--- config.mk ---
export PLATFORM = sky130hd
export DESIGN_NAME = cv_tmds_enc
export DESIGN_NICKNAME = d
export VERILOG_FILES = /design/src/rtl/cv_tmds_enc.sv
export SDC_FILE = /design/constraint.sdc
export NUM_CORES = 1
export LEC_CHECK = 0
export CORE_MARGIN = 3
export CORE_UTILIZATION = 50
export DETAILED_ROUTE_END_ITERATION = 6
export GPL_TIMING_DRIVEN = 0
export MAX_ROUTING_LAYER = met4
export PLACE_DENSITY = 0.8
export SLEW_MARGIN = 0
export SYNTH_ARGS = -nofsm -noshare
export SYNTH_HDL_FRONTEND = slang
export SYNTH_SLANG_ARGS = --single-unit
export TNS_END_PERCENT = 10
--- constraint.sdc ---
create_clock -name clk_i -period 4.44 [get_ports clk_i]
set_input_delay 0.666 -clock clk_i [delete_from_list [all_inputs] [get_ports clk_i]]
set_output_delay 0.666 -clock clk_i [all_outputs]
set_load 0.02 [all_outputs]
--- src/rtl/cv_tmds_enc.sv ---
// cv_tmds_enc: DVI 1.0 TMDS 8b/10b encoder for one colour channel.
// Stage 1 minimises transitions (q_m); stage 2 balances DC and emits the symbol.
module cv_tmds_enc (
    input  logic       clk_i,
    input  logic       reset_i,
    input  logic       de_i,
    input  logic [7:0] din_i,
    input  logic       c0_i,
    input  logic       c1_i,
    output logic [9:0] dout_o
);
    localparam logic [9:0] CTRL_00 = 10'b1101010100;
    localparam logic [9:0] CTRL_01 = 10'b0010101011;
    localparam logic [9:0] CTRL_10 = 10'b0101010100;
    localparam logic [9:0] CTRL_11 = 10'b1010101011;

    logic [3:0]        n1;
    logic              use_xnor;
    logic              b;
    logic [8:0]        qm_d, qm_q;
    logic              de_q, c0_q, c1_q;
    logic [3:0]        nq1;
    logic signed [4:0] diff;
    logic              br_a, br_b;
    logic signed [4:0] cnt_d, cnt_q;
    logic [9:0]        ctrl, dout_d, dout_q;

    always_comb begin
        n1 = '0;
        for (int i = 0; i < 8; i++) n1 = n1 + 4'(din_i[i]);
        use_xnor = (n1 > 4'd4) || (n1 == 4'd4 && !din_i[0]);
        b = din_i[0];
        qm_d = {~use_xnor, 8'h00};
        qm_d[0] = b;
        for (int i = 1; i < 8; i++) begin
            b = use_xnor ? ~(b ^ din_i[i]) : (b ^ din_i[i]);
            qm_d[i] = b;
        end
    end

    always_ff @(posedge clk_i) begin
        if (reset_i) begin
            qm_q <= '0;
            de_q <= 1'b0;
            c0_q <= 1'b0;
            c1_q <= 1'b0;
        end else begin
            qm_q <= qm_d;
            de_q <= de_i;
            c0_q <= c0_i;
            c1_q <= c1_i;
        end
    end

    // diff = nq1 - nq0 = 2*nq1 - 8; mod-32 wrap is exact because the result lies in -8..8
    always_comb begin
        nq1 = '0;
        for (int i = 0; i < 8; i++) nq1 = nq1 + 4'(qm_q[i]);
        diff = $signed({nq1, 1'b0}) - 5'sd8;
        br_a = (cnt_q == 5'sd0) || (diff == 5'sd0);
        br_b = !br_a && (cnt_q[4] == diff[4]);
        ctrl = c1_q ? (c0_q ? CTRL_11 : CTRL_10) : (c0_q ? CTRL_01 : CTRL_00);
        dout_d = !de_q ? ctrl :
                 br_a  ? {~qm_q[8], qm_q[8], qm_q[8] ? qm_q[7:0] : ~qm_q[7:0]} :
                 br_b  ? {1'b1, qm_q[8], ~qm_q[7:0]} :
                         {1'b0, qm_q[8], qm_q[7:0]};
        cnt_d = !de_q ? 5'sd0 :
                br_a  ? cnt_q + (qm_q[8] ? diff : -diff) :
                br_b  ? cnt_q + $signed({3'b000, qm_q[8], 1'b0}) - diff :
                        cnt_q + diff - $signed({3'b000, ~qm_q[8], 1'b0});
    end

    always_ff @(posedge clk_i) begin
        if (reset_i) begin
            dout_q <= CTRL_00;
            cnt_q  <= 5'sd0;
        end else begin
            dout_q <= dout_d;
            cnt_q  <= cnt_d;
        end
    end

    assign dout_o = dout_q;
endmodule
Word-level counts from Yosys, hierarchy flattened:

Index checks and enable logic that the tools add are counted.

* bits of input ports: 13
* RAM bits: 0
* bits in latches: 0
* logic and storage cells: 74
* memories kept: 0
* register bits: 27
* bits in read-only memories: 0

* multiplexer cells: 17
* bitwise gates (word level): 18
* div/mod/pow operators: 0
* shift-type cells: 0
* add/subtract/negate cells: 21
* reduce and logical (&&, ||, !) cells: 9
* $mul: 0
* equality and inequality tests: 2
* magnitude comparators: 1

Operators with widths (count)
* 10-bit 2-to-1 mux: 6
* 4-bit by 1-bit adder with 4-bit output: 8
* 5-bit 2-to-1 mux: 3
* 5-bit adder: 2
* 5-bit zero test: 2
* 1-bit NOT: 10
* 3-bit by 1-bit adder with 4-bit output: 2
* 8-bit 2-to-1 mux: 1
* 8-bit NOT: 1
* 1-bit 2-to-1 mux: 7
* 1-bit XOR: 7
* 2-bit by 1-bit adder with 3-bit output: 2
* 5-bit by 3-bit adder with 5-bit output: 1
* 5-bit negator: 1
* 5-bit by 3-bit subtractor with 5-bit output: 1
* 5-bit subtractor: 1
* 5-bit subtractor (second input constant): 1
* 1-bit by 1-bit adder with 2-bit output: 2
* 4-bit by 3-bit == test with 1-bit output (second input constant): 1
* 4-bit by 3-bit greater-than comparator with 1-bit output (second input constant): 1
* 1-bit logical AND: 2
* 1-bit zero test: 2
* 1-bit logical OR: 2
* 2-bit OR reduction: 1
* 1-bit == test: 1

Logic depth before layout (Yosys ltp):

Gate-level depths: netlist of the first run.

* word-level depth: 29
* gate-level depth with buffers: 16
* gate-level depth less buffers: 16

Worst setup path before layout of the first run:

No wires, ideal clock.

* path kind: register to register
* start point: register qm_q[0]
* end point: register cnt_q[4]
* data required time: 4.354 ns
* path slack: 0.221 ns
* cell stages (with the launch flop): 17
* library setup time: 0.086 ns
* arrival time: 4.134 ns
* clock period less this slack: 4.219 ns
* path through: dfxtp_1 fa_1 inv_1 fa_1 fa_1 inv_1 ha_1 fa_1 inv_1 ha_1 inv_1 ha_1 a21o_1 a2111o_1 o21ai_0 nor3_1 a211oi_1

* longest elaborated chain between the ends: 14

Ends and longest elaborated chain
* start: declaration: line 20 `logic [8:0] qm_d, qm_q;`
* start signal: assignment: line 48 `qm_q <= qm_d;`
* 1-bit by 1-bit adder with 2-bit output *: line 58 `for (int i = 0; i < 8; i++) nq1 = nq1 + 4'(qm_q[i]);`
* 2-bit by 1-bit adder with 3-bit output *: line 58
* 3-bit by 1-bit adder with 4-bit output *: line 58
* 4-bit by 1-bit adder with 4-bit output * (4 in a row): line 58
* 5-bit subtractor *: line 59 `diff = $signed({nq1, 1'b0}) - 5'sd8;`
* branches (longest 5 deep; another with 5-bit adder)
* 5-bit 2-to-1 mux *: line 68 `br_a ? cnt_q + (qm_q[8] ? diff : -diff) :`
* end signal: assignment: line 79 `cnt_q <= cnt_d;`
* end: declaration: line 25 `logic signed [4:0] cnt_d, cnt_q;`

Mark *: on every way between the ends.
A chain may end at the register's enable or synchronous reset.

Final worst setup path of the first run:

Ends and elaborated chain as after synthesis.

==> results of run 1 <==
[final cells by class]
| type | instances | share of cell area, % |
|---|---|---|
| sequential | 26 | 23.4 |
| inverter | 33 | 5.56 |
| buffer | 2 | 0.337 |
| tap | 46 | 2.58 |
| clock buffer | 4 | 2.47 |
| timing repair buffer | 23 | 10.2 |
| multi-input combinational | 123 | 55.4 |
[layout by cell type, fill, tap and decap left out, drive strengths merged]
cell and instances:
mux2i 2, clkdlybuf4s50 22, xor2 9, o21ai 2, clkbuf 6, nand2b 1
fa 13, nand2 7, nor2 15, a311oi 2, a31oi 1, a21o 7
a211o 1, nor4b 1, nor3 1, a211oi 1, dfxtp 26, a21oi 10
nor3b 1, xnor3 3, buf 1, o22ai 1, o21bai 1, nor4 1
a2111o 1, mux2 1, ha 20, nor2b 4, inv 33, xnor2 17
[timing repair]
action	4_1_cts	5_1_grt
buffers inserted	0	1
hold buffers	0	0
setup endpoints to repair	1	10
resized for setup	2	7
pin swaps	1	3
[worst max-delay path, cell delays in order (launching register included)]
cell,delay (ns)
dfxtp_2,0.34
fa_1,0.54
inv_1,0.05
fa_1,0.45
fa_1,0.49
inv_1,0.04
ha_2,0.18
fa_1,0.54
inv_2,0.07
ha_1,0.30
mux2_4,0.29
ha_1,0.28
a21o_1,0.17
a21oi_2,0.14
xnor3_1,0.22
nor2_1,0.14
a211oi_2,0.06
[per-stage QoR]
step	TNS [ns]	utilization (%)	instances	setup WS (ns)	cell area, um^2
after floorplan	0	-	184	0.221	1860
after CTS	0	63.3	256	0.0243	2200
after detailed placement	-0.138	61.5	252	-0.138	2130
after global placement	-0.0753	61.5	252	-0.0753	2130
after global routing	-0.149	64.2	257	-0.0884	2230
final	0	64.2	257	0.0380	2230
[state kept, by name, summed over array words and instances, names as in the netlist]
register	cells
c0_q	1
dout_o	10
cnt_q	4
qm_q	9
c1_q	1
de_q	1
[worst max-delay path by stage]
stage,from,endpoint,slack [ns],cells after the start
3_3_place_gp,din_i[0],qm_q[7],-0.08,13
6_report,qm_q[0],cnt_q[4],0.04,16
5_1_grt,qm_q[0],cnt_q[4],-0.09,16
4_1_cts,qm_q[0],cnt_q[4],0.02,16
2_1_floorplan,qm_q[0],cnt_q[4],0.22,16
3_5_place_dp,din_i[0],qm_q[7],-0.14,13
[logic make-up (layout without fill, tap and decap cells)]
| group | count (synthesis) | in the layout | synth area share [%] |
|---|---|---|---|
| xor+xnor | 29 | 29 | 16.4 |
| compound gates | 27 | 27 | 10.2 |
| simple gates | 31 | 31 | 8.42 |
| mux | 3 | 3 | 2.36 |
| flops | 26 | 26 | 28.0 |
| fa+ha+maj | 33 | 33 | 27.5 |
| buf+inv | 35 | 62 | 7.08 |
[per-layer routing]
metal / vias up / part of all wire, %
met4: 0 / 0.84
met2: 30 / 50
li1: 634 / -
met3: 2 / 5.0
met1: 601 / 44
met5: - / 0
[cells in the mapped netlist (all sizes together), types with 2 or more instances]
cell type	instances
nand2	7
dfxtp	26
xor2	9
ha	20
o21ai	2
a311oi	2
clkbuf	2
a21o	7
nor2b	4
xnor2	17
nor2	15
a21oi	10
fa	13
inv	33
xnor3	3
mux2i	2
==> impl_metrics.env, run 1 <==
export IMPL_status="completed"
export IMPL_cts_htree_levels=1
export IMPL_maxCapViolations=0
export IMPL_final_min_clock_period_ns=4.40
export IMPL_io_buffers=22
export IMPL_drive_gt1_share_pct=9.48
export IMPL_yosys_warnings=0
export IMPL_critPathMaxFanout=4
export IMPL_wl_per_cell_um=12.0
export IMPL_vias=1267
export IMPL_core_um2=3470
export IMPL_cts_root_buf="clkbuf_8"
export IMPL_critPathArrivalTime_ns=4.55
export IMPL_avgSynthCellArea_um2=10.1
export IMPL_worstSetupPathType="flop to flop"
export IMPL_fillers=293
export IMPL_insertion_delay_ns=0.26
export IMPL_clock_sinks=26
export IMPL_synth_seq_cells=26
export IMPL_dieHeight_um=66.9
export IMPL_fp_row_count=21
export IMPL_routed_wl_um=3080
export IMPL_fp_dieW_um=66.9
export IMPL_ioPinCount=23
export IMPL_setup_violations=0
export IMPL_track_usage_pct=15.7
export IMPL_cp_end_kind="flop"
export IMPL_grt_first_pass_wirelength_um=5170
export IMPL_required_ns=4.58
export IMPL_multi_input_area_um2=1230
export IMPL_crit_reg2reg_capture="cnt_q[4]"
export IMPL_cts_buffer_depth=2
export IMPL_fin_worst_skew_ns=0.00411
export IMPL_whs_ns=0.555
export IMPL_synth_edf_count=0
export IMPL_cts_buffers=3
export IMPL_synth_top_area_share_pct=28.0
export IMPL_r2r_slack_ns=0.04
export IMPL_worst_r2r_path_depth=16
export IMPL_synth_cell_type_count=32
export IMPL_antenna_found_initial=0
export IMPL_grt_util_met3_pct=3.04
export IMPL_syn_inst=184
export IMPL_maxClockFrequency_ghz=0.227
export IMPL_syn_area_um2=1860
export IMPL_rr_startpoint="qm_q[0]"
export IMPL_clkTransAtPathRegs_ns=0.08
export IMPL_grt_max_degree=15
export IMPL_min_to="dout_o[5]"
export IMPL_worstSetupStartpointType="flop"
export IMPL_hold_path_class="flop to flop"
export IMPL_synth_top_area_cell="dfxtp_1"
export IMPL_floorplan_initialDensity_pct=53.5
export IMPL_regArea_um2=522
export IMPL_hold_viol_final=0
export IMPL_drc=0
export IMPL_min_from="qm_q[5]"
export IMPL_drtPass1Iterations=4
export IMPL_grt_busiest_layer="met2"
export IMPL_slew_headroom_pct=53.3
export IMPL_diodes=0
export IMPL_viasPerCell=4.93
export IMPL_gp_congestion=0.842
export IMPL_drv_slew=0
export IMPL_drt_iter0_drc=56
export IMPL_final_nets=258
export IMPL_area_growth_pct=19.9
export IMPL_holdPathStages=2
export IMPL_ys_top_cells_by_area="dfxtp_1, fa_1, ha_1"
export IMPL_grt_util_met2_pct=27.0
export IMPL_dpl_hpwl_um=2420
export IMPL_syn_num_nets=230
export IMPL_yosysSeqAreaShare_pct=28.0
export IMPL_synthFlopType="dfxtp_1"
export IMPL_first_global_vias=1186
export IMPL_async_flop_share_pct=0
export IMPL_worst_pin_slew_ns=0.699
export IMPL_rsz0062_at_grt="true"
export IMPL_grt_ovfl_total=0
export IMPL_use_met1_pct=19.2
export IMPL_detail_route_antenna_nets=0
export IMPL_cts_tree="yes"
export IMPL_die_area_um2=4480
export IMPL_period_share_pct=99.1
Power of run 1 is not shown: default switching activity piles up to over one toggle a cycle in this logic, so the estimate is an artifact.
==> run 2, diff against run 1 <==
- SKIP_LAST_GASP: default -> 1
==> impl_metrics.env, run 2 (synthesis results as in run 1) <==
export IMPL_maxClockFrequency_ghz=0.227
export IMPL_worstSetupPathType="flop to flop"
export IMPL_viasPerCell=4.90
export IMPL_wl_per_cell_um=12.0
export IMPL_fillers=293
export IMPL_cp_buffers_inverters=3
export IMPL_cp_slowest_cell="fa_1"
export IMPL_finalSetupTns_ns=0
export IMPL_final_min_clock_period_ns=4.40
export IMPL_postCtsHoldBufs=0
export IMPL_dieHeight_um=66.9
export IMPL_grt_max_degree=15
export IMPL_final_cell_mix="inv_1, dfxtp_1, clkdlybuf4s50_1"
export IMPL_worstSetupStartpointType="flop"
export IMPL_grt_util_met3_pct=3.04
export IMPL_path_delay_family="adder cells"
export IMPL_cts_htree_levels=1
export IMPL_whs_ns=0.555
export IMPL_cts_buffer_depth=2
export IMPL_dpl_hpwl_um=2420
export IMPL_track_usage_pct=15.7
export IMPL_die_area_um2=4480
export IMPL_largest_reg_flops=10
export IMPL_cts_tree="yes"
export IMPL_cts_root_buf="clkbuf_8"
export IMPL_use_met1_pct=19.2
export IMPL_drc=0
export IMPL_grt_ovfl_total=0
export IMPL_routed_wl_um=3090
export IMPL_vias=1259
export IMPL_cts_buffers=3
export IMPL_setup_violations=0
export IMPL_required_ns=4.58
export IMPL_antenna_found_initial=0
export IMPL_grt_util_met2_pct=27.0
export IMPL_fin_worst_skew_ns=0.00411
export IMPL_drt_iter0_drc=58
export IMPL_insertion_delay_ns=0.26
export IMPL_io_buffers=22
export IMPL_drtPass1Iterations=4
export IMPL_path_cells="fa_1, inv_1, fa_1, fa_1, inv_1, ha_2, fa_1, inv_2, ha_1, mux2_4, ha_1, a21o_1, a21oi_2, xnor3_1, nor2_1, a211oi_2"
export IMPL_fin_cells=257
export IMPL_gp_congestion=0.842
export IMPL_fp_row_count=21
export IMPL_cp_end_kind="flop"
export IMPL_timing_critical_path_mode_cell="fa_1"
export IMPL_grt_busiest_layer="met2"
export IMPL_drive_gt1_share_pct=9.48
export IMPL_clkTransAtPathRegs_ns=0.08
export IMPL_diodes=0
export IMPL_area_growth_pct=19.9
export IMPL_slowest_delay_ns=0.54
export IMPL_drv_slew=0
export IMPL_status="completed"
export IMPL_hold_viol_final=0
export IMPL_final_nets=258
export IMPL_first_global_vias=1186
export IMPL_critPathArrivalTime_ns=4.54
export IMPL_ioPinCount=23
export IMPL_floorplan_initialDensity_pct=53.5
export IMPL_critPathMaxFanout=4
export IMPL_grt_first_pass_wirelength_um=5170
export IMPL_core_um2=3470
export IMPL_maxCapViolations=0
export IMPL_final_common_cell="inv_1"
export IMPL_clock_sinks=26
export IMPL_worst_pin_slew_ns=0.699
export IMPL_period_share_pct=99.1
export IMPL_rsz0062_at_grt="true"
export IMPL_detail_route_antenna_nets=0
export IMPL_placed_cells=252
export IMPL_fp_dieW_um=66.9
export IMPL_slew_headroom_pct=53.3
export IMPL_hold_path_class="flop to flop"
run 2: final cells by class:
class / count / area [um^2] / share of cell area, %
well taps: 46 / 57.6 / 2.58
flip-flops and latches: 26 / 522 / 23.4
multi-input cells: 123 / 1230 / 55.4
inverters: 33 / 124 / 5.56
clock buffers: 4 / 55.1 / 2.47
repair buffers: 23 / 228 / 10.2
plain buffers: 2 / 7.51 / 0.337
run 2: final timing paths:
| path | end | slack [ns] | cells past startpoint | startpoint |
|---|---|---|---|---|
| worst max register to register | cnt_q[4] | 0.04 | 16 | qm_q[0] |
| worst min-delay path | dout_o[5] | 0.56 | 2 | qm_q[5] |
| worst max-delay path | cnt_q[4] | 0.04 | 16 | qm_q[0] |
| worst min register to register | dout_o[5] | 0.56 | 2 | qm_q[5] |
run 2: per-stage QoR:
stage	setup WS, ns	instance area, um^2	utilization [%]
floorplan	0.221	1860	-
global placement	-0.0753	2130	61.5
detailed placement	-0.138	2130	61.5
CTS	0.0243	2200	63.3
global route	-0.0884	2230	64.2
finish	0.0403	2230	64.2
run 2: what timing repair did:
action / in CTS / in global routing
pin swaps: 1 / 2
resized for setup: 2 / 7
setup buffers: 0 / 1
setup endpoints to repair: 1 / 10
run 2: per-layer routing:
metal	vias up	wire [um]
met5	-	0
li1	633	-
met1	598	1400
met2	26	1550
met3	2	109
met4	0	26
run 2: worst min-delay path: cells and delay by family, from the launching register on:
| family | cells | cell delay [ns] |
|---|---|---|
| DFF | 1 | 0.34 |
| xor gates and xnor gates | 1 | 0.12 |
| AOI/OAI and AO/OA | 1 | 0.06 |
Power of run 2 is left out for the same reason.
